===== config.mk =====
export PLATFORM = sky130hd
export DESIGN_NAME = instr_fetch_queue
export DESIGN_NICKNAME = d
export VERILOG_FILES = /design/src/rtl/instr_fetch_queue.sv
export SDC_FILE = /design/constraint.sdc
export NUM_CORES = 1
export LEC_CHECK = 0
export CAP_MARGIN = 5
export CORE_ASPECT_RATIO = 0.75
export CORE_MARGIN = 4
export CORE_UTILIZATION = 40
export CTS_CLUSTER_SIZE = 12
export DETAILED_ROUTE_END_ITERATION = 6
export SYNTH_ARGS = -nofsm -noshare
export SYNTH_HDL_FRONTEND = slang
export SYNTH_SLANG_ARGS = --single-unit
export TNS_END_PERCENT = 50

===== constraint.sdc =====
create_clock -name clk_i -period 5.9 [get_ports clk_i]
set_clock_uncertainty 0.2 [all_clocks]
set_input_delay 1.475 -clock clk_i [delete_from_list [all_inputs] [get_ports clk_i]]
set_output_delay 1.475 -clock clk_i [all_outputs]
set_load 0.01 [all_outputs]

===== src/rtl/instr_fetch_queue.sv =====
// instr_fetch_queue: sequential instruction prefetch with PC-tagged FIFO, valid/ready output and redirect flush
module instr_fetch_queue #(
  parameter int DEPTH = 4,
  parameter logic [31:0] RESET_PC = 32'h0000_0000
) (
  input  logic        clk_i,
  input  logic        rst_i,
  output logic        imem_req_o,
  output logic [31:0] imem_addr_o,
  input  logic [31:0] imem_rdata_i,
  input  logic        redirect_i,
  input  logic [31:0] redirect_pc_i,
  output logic        out_valid_o,
  input  logic        out_ready_i,
  output logic [31:0] out_instr_o,
  output logic [31:0] out_pc_o
);
  localparam int AW = $clog2(DEPTH);
  logic [31:0] fetch_pc, inflight_pc;
  logic        inflight, pop, push;
  logic [AW-1:0] rd_ptr, wr_ptr;
  logic [AW:0]   count;
  logic [AW+1:0] credit;
  logic [31:0] instr_mem [DEPTH];
  logic [31:0] pc_mem [DEPTH];
  logic        unused_low_bits;
  assign unused_low_bits = ^redirect_pc_i[1:0];
  assign out_valid_o = (count != '0) & ~redirect_i;
  assign pop = out_valid_o & out_ready_i;
  assign push = inflight & ~redirect_i;
  assign credit = {1'b0, count} + (AW+2)'(inflight) - (AW+2)'(pop);
  assign imem_req_o = ~rst_i & ~redirect_i & (credit < (AW+2)'(DEPTH));
  assign imem_addr_o = fetch_pc;
  assign out_instr_o = (count != '0) ? instr_mem[rd_ptr] : '0;
  assign out_pc_o = (count != '0) ? pc_mem[rd_ptr] : '0;
  // fetch pointer, in-flight tracking and FIFO bookkeeping; redirect flushes everything
  always_ff @(posedge clk_i or posedge rst_i) begin
    if (rst_i) begin
      fetch_pc <= RESET_PC;
      inflight <= 1'b0;
      inflight_pc <= '0;
      rd_ptr <= '0;
      wr_ptr <= '0;
      count <= '0;
    end else if (redirect_i) begin
      fetch_pc <= {redirect_pc_i[31:2], 2'b00};
      inflight <= 1'b0;
      rd_ptr <= '0;
      wr_ptr <= '0;
      count <= '0;
    end else begin
      inflight <= imem_req_o;
      if (imem_req_o) begin
        inflight_pc <= fetch_pc;
        fetch_pc <= fetch_pc + 32'd4;
      end
      if (push) wr_ptr <= wr_ptr + AW'(1);
      if (pop) rd_ptr <= rd_ptr + AW'(1);
      count <= count + (AW+1)'(push) - (AW+1)'(pop);
    end
  end
  // the returning word lands at the tail tagged with the PC it was fetched from
  always_ff @(posedge clk_i) begin
    if (push) begin
      instr_mem[wr_ptr] <= imem_rdata_i;
      pc_mem[wr_ptr] <= inflight_pc;
    end
  end
endmodule


; ---- Word level (Yosys, flattened, before mapping)
; Memories as Yosys holds them, arrays and structs flattened.
; Cells that the tools add are included.
[word_totals]
mem_bits_rw = 256
register_bits = 72
memories = 2
input_bits = 68
output_inout_bits = 98
elab_cells = 40
[op_classes]
add_sub_neg = 7
n_reduce_logical = 5
n_mux = 12
magnitude_cmp = 1
bitwise_logic = 7
[memory_table]
columns = memory, words, word_bits, rd, rd_ports_with_merged_regs, write_ports, line_no
row1 = instr_mem, 4, 32, 1, 0, 1, 24  ; logic [31:0] instr_mem [DEPTH];
row2 = pc_mem, 4, 32, 1, 0, 1, 25  ; logic [31:0] pc_mem [DEPTH];
[ops]
columns = operator, count
row1 = $mux 32, 4
row2 = $add 32x3->32 const B, 1
row3 = $mux 2, 4
row4 = $reduce_bool 2->1, 3
row5 = $and 1x1->1, 5
row6 = $add 2x1->2 const B, 2
row7 = $add 3x1->4, 1
row8 = $lt 4x3->1 const B, 1
row9 = $sub 4x1->4, 1
row10 = $add 3x1->3, 1
row11 = $mux 1, 3
row12 = $mux 3, 1
row13 = $reduce_bool 3->1, 1
row14 = $sub 3x1->3, 1
row15 = $not 1->1, 2
row16 = $reduce_and 2->1, 1

; ---- Depth between registers and ports, before layout
[logic_depth]
ltp_word = 8
mapped_depth = 16
ltp_nobuf = 13

; ---- Worst setup path after synthesis
; No wires, ideal clock.
[synth_timing]
path_kind = input-to-output
startpoint = in redirect_i
endpoint = out imem_req_o
path_buffers = 5
required_ns = 4.225
arrival_time_ns = 3.968
path_slack_ns = 0.257
path_stages = 13
cell_sequence = buf_2 clkbuf_1 clkbuf_1 nor2_1 ha_1 inv_1 ha_1 nand4bb_1 and3_4 o22ai_4 clkbuf_1 clkbuf_1 inv_1
[synth_via]
elab_chain_len = 6
word_cells_on_any_way = 7
cone_classes = add/sub: 1 / order compare: 1 / bitwise: 5
[synth_rtl]
columns = element, line_no
row1 = "start, declared", 11  ; input logic redirect_i,
row2 = $not 1->1 (no line) (*), -
row3 = $and 1x1->1, 28  ; assign out_valid_o = (count != '0) & ~redirect_i;
row4 = $and 1x1->1, 29  ; assign pop = out_valid_o & out_ready_i;
row5 = $sub 4x1->4, 31  ; assign credit = {1'b0, count} + (AW+2)'(inflight) - (AW+2)'(pop);
row6 = $lt 4x3->1, 32  ; assign imem_req_o = ~rst_i & ~redirect_i & (credit < (AW+2)'(DEPTH));
row7 = $and 1x1->1 (*), 32
row8 = "end, declared", 8  ; output logic imem_req_o,
; Every way passes the cells marked *; elsewhere a longest branch is shown, timed or not.

; ---- Final worst setup path
[layout_timing]
startpoint = in out_ready_i
endpoint = out imem_req_o
[layout_via]
elab_chain_len = 4
[layout_rtl]
columns = element, line_no
row1 = "start, declared", 14  ; input logic out_ready_i,
row2 = $and 1x1->1, 29
row3 = $sub 4x1->4, 31
row4 = $lt 4x3->1, 32
row5 = $and 1x1->1, 32
; Every way passes these cells.

==> results.tsv <==
metric	value	unit
Synth top area share	0.571	
count of H-tree levels built during CTS	2	
kind of start point of the critical path	primary input	
area of the mapped netlist	13000	um^2
sum of negative setup slack	0	ns
Slew @ Worst Pin	1.03	ns
type of destination of the critical path	output pin	
clock latency at the later pin of the worst-skew pair	0.51	ns
Die ar.	35600	um^2
result of the run	finished clean	
fraction of the yosys area taken by sequential cells	0.702	
GPL Wtd Cong	0.773	
register bit total from synthesis	316	
Total Power	6950	uW
quantity of I/O buffers inserted on ports	159	
clock edge transition at the registers on the reported setup and hold paths	0.05	ns
post-CTS setup buffer count	0	
start-to-end type of the worst setup path	in -> out	
Residual DRC	0	
CP Launch Point	out_ready_i	
RSZ-0062 raised after global routing	false	
GRT overflow	0	
least setup slack across all paths after layout	0.259	ns
number of design-rule violations left by the first detailed-router iteration	613	
Root Buffer	clkbuf_16	
area of the core	31700	um^2
post-placement worst setup slack	0.243	ns
leading cell types by total area after synthesis	edfxtp_1 (57%), dfrtp_1 (13%), mux4_2 (11%)	
Min-Delay Path Depth	0	
total via count after detailed routing	7366	
Tmin final	5.64	ns
number of pins with negative max-slew slack in the final report	0	
worst relative slew slack	0.316	
site row count	56	
areal power density over the cells	430	nW/um^2
I/O pin count	166	
arrival time of the worst setup path	3.97	ns
number of global-route vias before repair	7661	
layout overhead on the synthesized area	23.8	%
share of post-route cells with drive strength above 1	0.142	
deepest clock path buffer count	3	
mean area per synthesized cell	16.4	um^2
routed length per instance	20.7	um
Final HPWL DP	17.7	mm
number of setup violations in the final report	0	
max-cap violations	0	
overall routed net length	29.2	mm
post-synthesis instance total	793	
maximum resistive drop on vdd	0.217	mV
leak pwr	0.00548	uW
maximum number of pins on one net before global-route repair	70	
startpoint of the worst register-to-register path	count[2]	
Worst Path Required	4.22	ns
global-route wire length before repair	45.2	mm
worst reg2reg setup slack	1.86	ns
antenna violations before repair	0	
number of sinks driven by the clock tree	316	
die boundary height	164	um
share of the cycle needed by the critical path after routing	0.956	
capturing instance or port of the critical path	imem_req_o	
clock tree from TritonCTS	done	
DRT antenna net count	0	
Final Net Count	1034	
DR vias/cell	5.21	
iteration count of the initial detailed-routing pass	5	
hold buffer count at cts	0	
FF-to-FF End	imem_addr_o[27]	
hold crit path type	reg -> reg	
count of cells along the worst register-to-register path	15	
biggest area consumer among synthesized cells	edfxtp_1	
count of synthesis-stage warnings from yosys	0	
Resized Gates After CTS	0	
number of buffers created by CTS	34	
final-report hold violation count	0	
leading cell type in the layout, fill and taps excluded	edfxtp_1	
achievable clock frequency	0.177	GHz
Starting Density	0.412	
count of distinct cell types in the synthesized netlist	50	
commonest cells after routing, fill and taps aside	edfxtp_1 (248), clkdlybuf4s50_1 (158), nand2_1 (104)	
Max Fanout on Critical Path	2	
total track usage	0.165	
die width	216	um
==> routing by layer <==
| metal | track usage | up-vias | share of wire | wire length, um |
|---|---|---|---|---|
| li1 | - | 3355 | - | - |
| met1 | 0.238 | 3776 | 0.47 | 13800 |
| met2 | 0.257 | 205 | 0.45 | 13300 |
| met3 | 0.0416 | 30 | 0.062 | 1800 |
| met4 | 0.0363 | 0 | 0.013 | 370 |
| met5 | 0 | - | 0 | 0 |
==> sequential cells by signal (all words and copies together) (netlist names) <==
register / cells
count: 3
imem_addr_o: 30
inflight: 1
inflight_pc: 30
instr_mem: 128
pc_mem: 120
rd_ptr: 2
wr_ptr: 2
==> area by class of cell <==
type / instances / area, um^2
timing repair buffer: 169 / 1670
tap: 435 / 544
sequential: 316 / 9160
clock inverter: 7 / 85.1
clock buffer: 51 / 998
fill: 2685 / 15500
antenna: 1 / 2.50
multi-input combinational: 416 / 3610
inverter: 18 / 67.6
==> Yosys cell counts, drive strengths merged <==
cell     count
mux2         8
fa           1
nand3       19
a221o       15
nand3b       1
nor3b        1
nand4bb      1
edfxtp     248
xnor2        2
ha          10
dfrtp       68
o31a         2
and2         9
nor2b       65
o22ai        1
xor2         4
a31oi        1
clkinv       1
o211ai       1
or4          5
or3          1
o311ai       3
clkbuf      28
buf         18
nor2        15
nor4        13
nand2      104
o21bai       1
inv         17
and3         5
a21oi        1
a311oi       1
o21ai       11
o221ai       2
mux2i       15
a211o        4
mux4        62
nand4        7
nor3        12
conb         1
and4         5
a2111oi      1
or2          2
o31ai        1
==> cells by family (layout without fill, tap and decap cells) <==
logic type | after synthesis | in the layout | share of synthesized area
AND/OR/NAND/NOR | 265 | 265 | 0.104
flip-flops | 316 | 316 | 0.702
AO/OA/AOI/OAI | 45 | 45 | 0.0300
multiplexers | 85 | 85 | 0.126
buffers and inverters | 64 | 245 | 0.0232
other | 1 | 5 | 0.000288
adder cells (fa/ha/maj) | 11 | 11 | 0.0111
XOR/XNOR | 6 | 6 | 0.00403
==> worst min path at each step <==
stage,from,to,slack (ns)
detailed placement,inflight_pc[11],pc_mem[0][11],0.31
finish,inflight_pc[15],pc_mem[0][15],0.32
global route,inflight_pc[5],pc_mem[2][5],0.34
global placement,inflight_pc[12],pc_mem[3][12],0.31
floorplan,inflight_pc[10],pc_mem[0][10],0.28
CTS,inflight_pc[11],pc_mem[3][11],0.32
==> through the flow <==
step	hold slack, ns	instance area [um^2]	util	cells
floorplan	0.276	13000	-	796
global placement	0.307	15100	0.475	1354
detailed placement	0.310	15100	0.475	1354
CTS	0.320	16100	0.510	1412
global route	0.342	16100	0.510	1412
finish	0.317	16100	0.510	1413
==> where the power goes <==
group / total [uW] / switching, uW / internal (uW)
clock: 2070 / 819 / 1250
combinational: 1830 / 856 / 975
sequential: 3040 / 302 / 2740
total: 6950 / 1980 / 4970
==> critical path, cell delays in order <==
cell,delay [ns]
clkdlybuf4s50_1,0.49
nand2_1,0.09
nor2_1,0.09
ha_1,0.14
inv_1,0.06
ha_1,0.31
nand3b_2,0.11
a2111oi_4,0.44
o22ai_4,0.15
inv_1,0.08
clkdlybuf4s50_1,0.53
Note: power is estimated with default switching activity, not from simulation.
